$ cat src/rtl/mib_seq_index.sv
// rtl/mib_seq_index.sv - expected-pattern index with wrap detection and completed-loop count
`timescale 1ns/1ps
module mib_seq_index #(
    parameter int NUM_PATTERNS = 7,
    parameter int PASS_LOOPS   = 16,
    parameter int IDX_W        = (NUM_PATTERNS > 1) ? $clog2(NUM_PATTERNS) : 1,
    parameter int LOOP_W       = $clog2(PASS_LOOPS + 1)
) (
    input  logic              i_clk,
    input  logic              i_reset_n,
    input  logic              i_clear,
    input  logic              i_lock,
    input  logic              i_advance,
    output logic [IDX_W-1:0]  o_idx,
    output logic [LOOP_W-1:0] o_loop_count,
    output logic              o_loop_done
);

    logic wrap;

    assign wrap        = (o_idx == IDX_W'(NUM_PATTERNS - 1));
    assign o_loop_done = i_advance && wrap && (o_loop_count == LOOP_W'(PASS_LOOPS - 1));

    always_ff @(posedge i_clk or negedge i_reset_n) begin
        if (!i_reset_n) begin
            o_idx        <= '0;
            o_loop_count <= '0;
        end else if (i_clear) begin
            o_idx        <= '0;
            o_loop_count <= '0;
        end else if (i_lock) begin
            // Hunt already consumed pattern 0, so tracking expects pattern 1 next.
            o_idx        <= IDX_W'(1);
            o_loop_count <= '0;
        end else if (i_advance) begin
            if (wrap) begin
                o_idx <= '0;
                if (o_loop_count != LOOP_W'(PASS_LOOPS))
                    o_loop_count <= o_loop_count + LOOP_W'(1);
            end else begin
                o_idx <= o_idx + IDX_W'(1);
            end
        end
    end

endmodule

$ cat config.mk
export PLATFORM = sky130hd
export DESIGN_NAME = mib_seq_index
export DESIGN_NICKNAME = d
export VERILOG_FILES = /design/src/rtl/mib_seq_index.sv
export SDC_FILE = /design/constraint.sdc
export NUM_CORES = 1
export LEC_CHECK = 0
export ABC_AREA = 1
export CORE_MARGIN = 2
export CORE_UTILIZATION = 31
export DETAILED_ROUTE_END_ITERATION = 6
export GPL_ROUTABILITY_DRIVEN = 0
export HOLD_SLACK_MARGIN = 0.05
export PLACE_DENSITY = 0.66
export REMOVE_ABC_BUFFERS = 1
export SLEW_MARGIN = 20
export SYNTH_ARGS = -nofsm -noshare
export SYNTH_HDL_FRONTEND = slang
export SYNTH_SLANG_ARGS = --single-unit
$ cat constraint.sdc
create_clock -name i_clk -period 1.88 [get_ports i_clk]
set_clock_uncertainty 0.1 [all_clocks]
set_input_delay 0.376 -clock i_clk [delete_from_list [all_inputs] [get_ports i_clk]]
set_output_delay 0.376 -clock i_clk [all_outputs]
set_load 0.02 [all_outputs]
## Yosys cells after proc, flatten, opt, wreduce, memory -nomap -nowiden

Cells that the tools add are included.

- Register bits: 8
- Bits in latches: 0
- Bits in writable memories: 0
- Bits in read-only memories: 0
- Logic and storage cells: 22
- Memories: 0

- Add/subtract/negate cells: 2
- Multiply operators: 0
- Div/mod/pow operators: 0
- Magnitude comparators: 0
- Eq/ne operators: 3
- Shifts and indexed selects: 0
- Muxes and demuxes: 9
- Bitwise gates (word level): 0
- Reductions and logical operators: 6

Operator list:

| operator | count |
|---|---|
| 5-bit 2-to-1 mux | 5 |
| 3-bit 2-to-1 mux | 4 |
| 3-bit nonzero test | 3 |
| 5-bit by 1-bit adder with 5-bit output (second input constant) | 1 |
| 5-bit by 4-bit equality test with 1-bit output (second input constant) | 1 |
| 5-bit != test (second input constant) | 1 |
| 3-bit by 1-bit adder with 3-bit output (second input constant) | 1 |
| 3-bit equality test (second input constant) | 1 |
| 3-bit AND reduction | 1 |
| 1-bit logical AND | 2 |

## Depth between registers and ports, before layout

Gate-level depths: netlist (run 1).

- Depth after elaboration: 6
- Mapped depth: 9
- Mapped depth without buffers: 9

## Worst setup path before layout (run 1)

Ideal clock, no wire load.

- Kind: register -> output
- Start: reg o_loop_count[0]
- End: out o_loop_done
- Arrival: 1.358 ns
- Required time: 1.404 ns
- Slack: 0.046 ns
- Cell stages (with the launch flop): 7
- Path buffers: 0
- Cell sequence: dfrtp_1 > ha_1 > nand2_1 > nor2_1 > ha_1 > nand2_1 > nor2_1

- Cells in the longest elaborated chain, start to end: 2

Ends and longest elaborated chain:

| element | line | source |
|---|---|---|
| from (decl) | 15 | `output logic [LOOP_W-1:0] o_loop_count,` |
| from (signal assigned) | 39 | `o_loop_count <= o_loop_count + LOOP_W'(1);` |
| 5-bit by 4-bit equality test with 1-bit output | 22 | `assign o_loop_done = i_advance && wrap && (o_loop_count == LOOP_W'(PASS_LOOPS - 1));` |
| 1-bit logical AND | 22 |  |
| to (decl) | 16 | `output logic o_loop_done` |

Every way passes these cells.

## Final worst setup path (run 1)

Same ends and word-level chain as after synthesis.

==> results of run 1 <==
worst max-delay path, cell delays in order (launching register included):
cell     delay [ns]
dfrtp_1        0.38
ha_1           0.21
nand2_1        0.10
nor2_2         0.04
ha_1           0.17
nand2_1        0.05
nor2_1         0.04
buf_4          0.15
metrics by stage:
step | worst slack [ns] | power [mW]
finish | 0.01309 | 0.4103
global route | -0.07682 | 0.4427
CTS | -0.006003 | 0.4163
detailed placement | -0.2117 | 0.2771
global placement | -0.1876 | 0.2758
floorplan | 0.04570 | 0.2326
area by class of cell:
cell class	instances	area (µm²)
fill	169	912.1
multi-input combinational	56	315.3
sequential	8	200.2
timing repair buffer	20	185.2
inverter	11	41.29
tap	25	31.28
clock buffer	3	22.52
registers in the layout, summed over array words and instances, names as in the netlist:
| signal | count |
|---|---|
| o_loop_count | 5 |
| o_idx | 3 |
layout by cell type (no fill, tap or decap):
cell type and n:
nand2_1 24, inv_1 11, clkdlybuf4s50_1 10, nor2_1 9, dfrtp_1 8, buf_4 8, nand4_1 4, ha_1 3
clkbuf_4 3, nor2_2 2, nand3_2 2, nand2_4 2, nand3_1 2, o22ai_1 2, dlymetal6s2s_1 2, nor2_4 1
o21ai_0 1, a31oi_1 1, nand3_4 1, a21oi_1 1, nand2_2 1
worst max-delay path by stage:
stage / slack [ns] / endpoint / from
floorplan: 0.05 / o_loop_done / o_loop_count[0]
global placement: -0.19 / o_loop_done / i_advance
detailed placement: -0.21 / o_loop_done / i_advance
CTS: -0.006 / o_loop_done / o_loop_count[0]
global route: -0.08 / o_loop_done / o_loop_count[0]
finish: 0.01 / o_loop_done / o_loop_count[0]
layer usage:
metal  track usage  vias to the layer above
met5             0                        -
met4        0.1029                        0
met3       0.01176                        4
met2        0.2361                       17
met1        0.2071                      260
li1              -                      290
power breakdown:
part / internal [mW] / switching (mW) / total [mW]
logic: 0.0388 / 0.0531 / 0.0919
clock network: 0.0733 / 0.0615 / 0.135
registers: 0.179 / 0.00494 / 0.184
total: 0.291 / 0.120 / 0.410
logic make-up after synthesis:
family / share of synthesized area
buffers and inverters: 0.07449
AOI/OAI and AO/OA: 0.05191
and+or+nand+nor: 0.4447
DFF: 0.3612
adders and majority gates: 0.06773
==> summary.md, run 1 <==
| Metric | Value |
|---|---|
| Gr usage total | `0.1550` |
| Total Wirelength | `1370 µm` |
| H-tree levels | `1` |
| Commonest cells in the synthesized netlist | `24 x nand2_1, 11 x inv_1, 10 x nor2_1` |
| Setup Buffers After CTS | `0` |
| Pwr dens | `515.7 mW/mm²` |
| Worst reg-to-reg path cell count | `7` |
| Root Driver | `clkbuf_4` |
| Syn_area_per_cell | `7.390 µm²` |
| WS Path Type | `reg -> out` |
| Drt first pass iters | `4` |
| Critical path fanouts, max | `2` |
| Met3 routed WL | `50 µm` |
| Final antenna-violating net count | `0` |
| # Max-Cap Violations | `0` |
| CTS tree | `done` |
| Clock transition at path regs | `0.06 ns` |
| Hold-fix buffers at CTS | `0` |
| Final Hold Viols | `0` |
| Reg-to-reg critical path startpoint | `o_loop_count[0]` |
| Synthesized area | `554.3 µm²` |
| Tightest Pin Transition | `0.3984 ns` |
| Die ar. | `0.002142 mm²` |
| Slew Viols, Final | `0` |
| Num ports | `14` |
| Chip Width | `46.29 µm` |
| Asr flop ratio synth | `1.000` |
| RSZ-0062 raised after global routing | `true` |
| Num CTS Buffers | `3` |
| Metal1 wirelength | `597 µm` |
| Met2 WL post-DR | `697 µm` |
| Status | `complete, no violations` |
| Setup slack, reg-to-reg | `0.48 ns` |
| Post-route DRC | `0` |
| Wire per inst | `11.14 µm` |
| Initial antenna violation count | `0` |
| Register area share after synthesis | `0.3612` |
| Top post-synthesis cells by area | `dfrtp_1 36%, nand2_1 16%, inv_1 7.4%` |
| Reg2reg end | `o_loop_count[4]` |
| Core outline area | `0.001708 mm²` |
| Post-synth EDFFs | `0` |
| Die height | `46.29 µm` |
| Layout cell share with drive strength beyond 1 | `0.2041` |
| Worst setup SP type | `flip-flop` |
| Final setup TNS | `0 ns` |
| Count of input and output buffers | `13` |
| Finish-stage setup viols | `0` |
| Vias/cell | `4.642` |
| First-pass GRT wire length | `2270 µm` |
| Fin nets | `108` |
| Final Hold Slack | `0.3075 ns` |
| Final Instance Count excl. Fillers | `123` |
| Post-layout util | `0.4659` |
| Num rows | `15` |
| Ant diodes | `0` |
| VDD IR-drop max | `0.2978 mV` |
| Count leader, synth | `nand2_1` |
| Drt initial violations | `11` |
| Area grow syn2layout | `43.57%` |
| Later-pin clock latency in the skew report | `0.26 ns` |
| Starting density of the core | `0.3245` |
| Grt total ovfl | `0` |
| Crit share post-route | `0.9930` |
| Fmax achieved | `0.5356 GHz` |
| Placed cell area | `768.2 µm²` |
| Rel. slew slack | `0.7336` |
| Post-Place Cells | `120` |
| CTS Sinks | `8` |
| Top routing layer in use | `met4` |
| Synth cell types | `17` |
| Yosys warnings | `0` |
| #FFs+latches synth | `8` |
| Leading area contributor after synthesis | `dfrtp_1` |
| Lkg Pwr | `0.4246 nW` |
| Via Count | `571` |
| Critical path endpoint category | `primary output` |
| WP data arrival | `1.39 ns` |
| PostCTS Resize Cnt | `5` |
| Post-Synthesis Cells | `75` |
| Min-delay worst type | `in -> async` |
| Worst-case clock buffer depth | `2` |
| Pin count of the biggest net entering global routing | `10` |
| Final Cell Area | `795.8 µm²` |
| Crit path time final | `1.867 ns` |
| Yosys top cell area share | `0.3612` |
| CP required | `1.40 ns` |
| Hpwl dp | `1007 µm` |
| Number of global-route vias before repair | `482` |
| Top_reg_cell synth | `dfrtp_1` |
Note: power is estimated with default switching activity, not from simulation.
==> run 2: changes to the inputs <==
- PLACE_DENSITY: 0.66 -> default
- PLACE_DENSITY_LB_ADDON: default -> 0.15
==> summary.md, run 2 (synthesis results as in run 1) <==
| Metric | Value |
|---|---|
| Status | `complete, no violations` |
| CP cell instances | `ha_2, nand2_2, nor2_2, ha_2, nand2_1, nor2_1, buf_4` |
| Die ar. | `0.002142 mm²` |
| Delay-heaviest family, CP | `adder cells` |
| GRT met3 Usage | `0.01176` |
| Rel. slew slack | `0.7818` |
| Gr usage total | `0.1258` |
| Worst-case clock buffer depth | `2` |
| Ant diodes | `0` |
| Int Power | `0.2941 mW` |
| Lkg Pwr | `0.4203 nW` |
| Post-route DRC | `0` |
| Reg-to-reg critical path startpoint | `o_loop_count[1]` |
| Tightest Pin Transition | `0.3262 ns` |
| Worst reg-to-reg path cell count | `11` |
| Wire per inst | `8.825 µm` |
| WS Path Type | `reg -> out` |
| H-tree levels | `1` |
| # Max-Cap Violations | `0` |
| CTS tree | `done` |
| WP buf/inv | `1` |
| Crit path top cell by count | `ha_2` |
| CTS Sinks | `8` |
| Fmax achieved | `0.5382 GHz` |
| Fin nets | `111` |
| Biggest regs | `o_loop_count: 5 flops, o_idx: 3 flops` |
| PnR worst setup slack | `0.02198 ns` |
| Largest register by flop count | `o_loop_count` |
| VDD IR-drop max | `0.2648 mV` |
| Hold-fix buffers at CTS | `0` |
| Layout cell share with drive strength beyond 1 | `0.2574` |
| Sequential Power Share | `0.465` |
| Worst setup SP type | `flip-flop` |
| Die height | `46.29 µm` |
| Min-delay worst type | `in -> async` |
| Max reg flops | `5` |
| Final Hold Viols | `0` |
| Count of input and output buffers | `13` |
| Num rows | `15` |
| Fill cells | `166` |
| Setup slack, reg-to-reg | `0.40 ns` |
| RSZ-0062 raised after global routing | `true` |
| Commonest non-fill, non-tap cell in the layout | `nand2_1` |
| Vias/cell | `4.206` |
| Drt initial violations | `8` |
| Met1 Usage GRT | `0.1855` |
| Num ports | `14` |
| Part of the power in combinational logic | `0.240` |
| WP data arrival | `1.38 ns` |
| CP max stage cell | `dfrtp_1` |
| Initial antenna violation count | `0` |
| Num CTS Buffers | `3` |
| Root Driver | `clkbuf_4` |
| First-pass GRT wire length | `1918 µm` |
| Crit share post-route | `0.9883` |
| Number of global-route vias before repair | `481` |
| Area grow syn2layout | `48.53%` |
| Net Sw Frac | `0.2523` |
| Grt met2 use | `0.1778` |
| Crit path time final | `1.858 ns` |
| Top Usage Layer GRT | `met1` |
| Critical path fanouts, max | `2` |
| Later-pin clock latency in the skew report | `0.24 ns` |
| Critical path endpoint category | `primary output` |
| Reg2reg end | `o_loop_count[3]` |
| Starting density of the core | `0.3245` |
| Slew Viols, Final | `0` |
| Hpwl dp | `937.3 µm` |
| Core outline area | `0.001708 mm²` |
| Setup Slack @ Placement | `-0.2116 ns` |
| Grt total ovfl | `0` |
| Drt first pass iters | `4` |
| Via Count | `530` |
| Pwr dens | `477.7 mW/mm²` |
| Clock transition at path regs | `0.05 ns` |
| Most frequent cells in the layout | `23 x nand2_1, 11 x inv_1, 11 x clkdlybuf4s50_1, 11 x buf_4, 9 x nor2_1` |
| CP required | `1.40 ns` |
| Pin count of the biggest net entering global routing | `10` |
| Crit-path max cell delay | `0.35 ns` |
| Total Wirelength | `1112 µm` |
| Chip Width | `46.29 µm` |
| Final antenna-violating net count | `0` |
| Design Power | `0.3933 mW` |
| Finish-stage setup viols | `0` |
| Clock share of power | `0.295` |
| P_sw | `0.09923 mW` |
==> run 2: what timing repair did <==
action	in CTS	in global routing
setup endpoints to repair	1	1
gates resized for setup	5	5
setup buffers	0	1
pin swaps	0	5
gates cloned	0	0
==> run 2: cell type report <==
class                           instances  area [µm²]  area share
Clock buffer                            3       22.52     0.02736
Inverter                               11       41.29     0.05015
Multi-Input combinational cell         56       322.8      0.3921
Sequential cell                         8       200.2      0.2432
Tap cell                               25       31.28     0.03799
Timing Repair Buffer                   23       205.2      0.2492
==> run 2: layer usage <==
layer	vias to the layer above	wire length (µm)
li1	291	-
met1	230	591
met2	7	486
met3	2	25
met4	0	7
met5	-	0
==> run 2: stage by stage <==
step           hold WS, ns  area [µm²]  std cells  utilization  TNS (ns)
6_report            0.3012       823.3        126       0.4821         0
5_1_grt             0.3222       823.3        126       0.4821  -0.07345
4_1_cts             0.3038       803.3        125       0.4703  -0.01259
3_5_place_dp        0.4819       783.3        122       0.4586   -0.2116
3_3_place_gp        0.4795       783.3        122       0.4586   -0.2029
2_1_floorplan     -0.01959       554.3         75            -         0
==> run 2: power by group through the flow <==
stage | Sequential [mW] | Combinational [mW] | Clock [mW]
3_5_place_dp | 0.185 | 0.0935 | 0
4_1_cts | 0.183 | 0.0939 | 0.126
5_1_grt | 0.183 | 0.105 | 0.135
2_1_floorplan | 0.198 | 0.0347 | 0
3_3_place_gp | 0.185 | 0.0946 | 0
6_report | 0.183 | 0.0944 | 0.116
==> run 2: how the worst max path moves through the flow <==
| stage | to | cells past startpoint | slack [ns] | start |
|---|---|---|---|---|
| floorplan | o_loop_done | 6 | 0.05 | o_loop_count[0] |
| global placement | o_loop_done | 4 | -0.20 | i_advance |
| detailed placement | o_loop_done | 4 | -0.21 | i_advance |
| CTS | o_loop_done | 7 | -0.01 | o_loop_count[1] |
| global route | o_loop_done | 7 | -0.07 | o_loop_count[1] |
| finish | o_loop_done | 7 | 0.02 | o_loop_count[1] |
==> run 3: changes to the inputs <==
- GPL_ROUTABILITY_DRIVEN: 0 -> 1
==> results of run 3 <==
The final DEF is identical to that of run 2; final timing and power are the same.
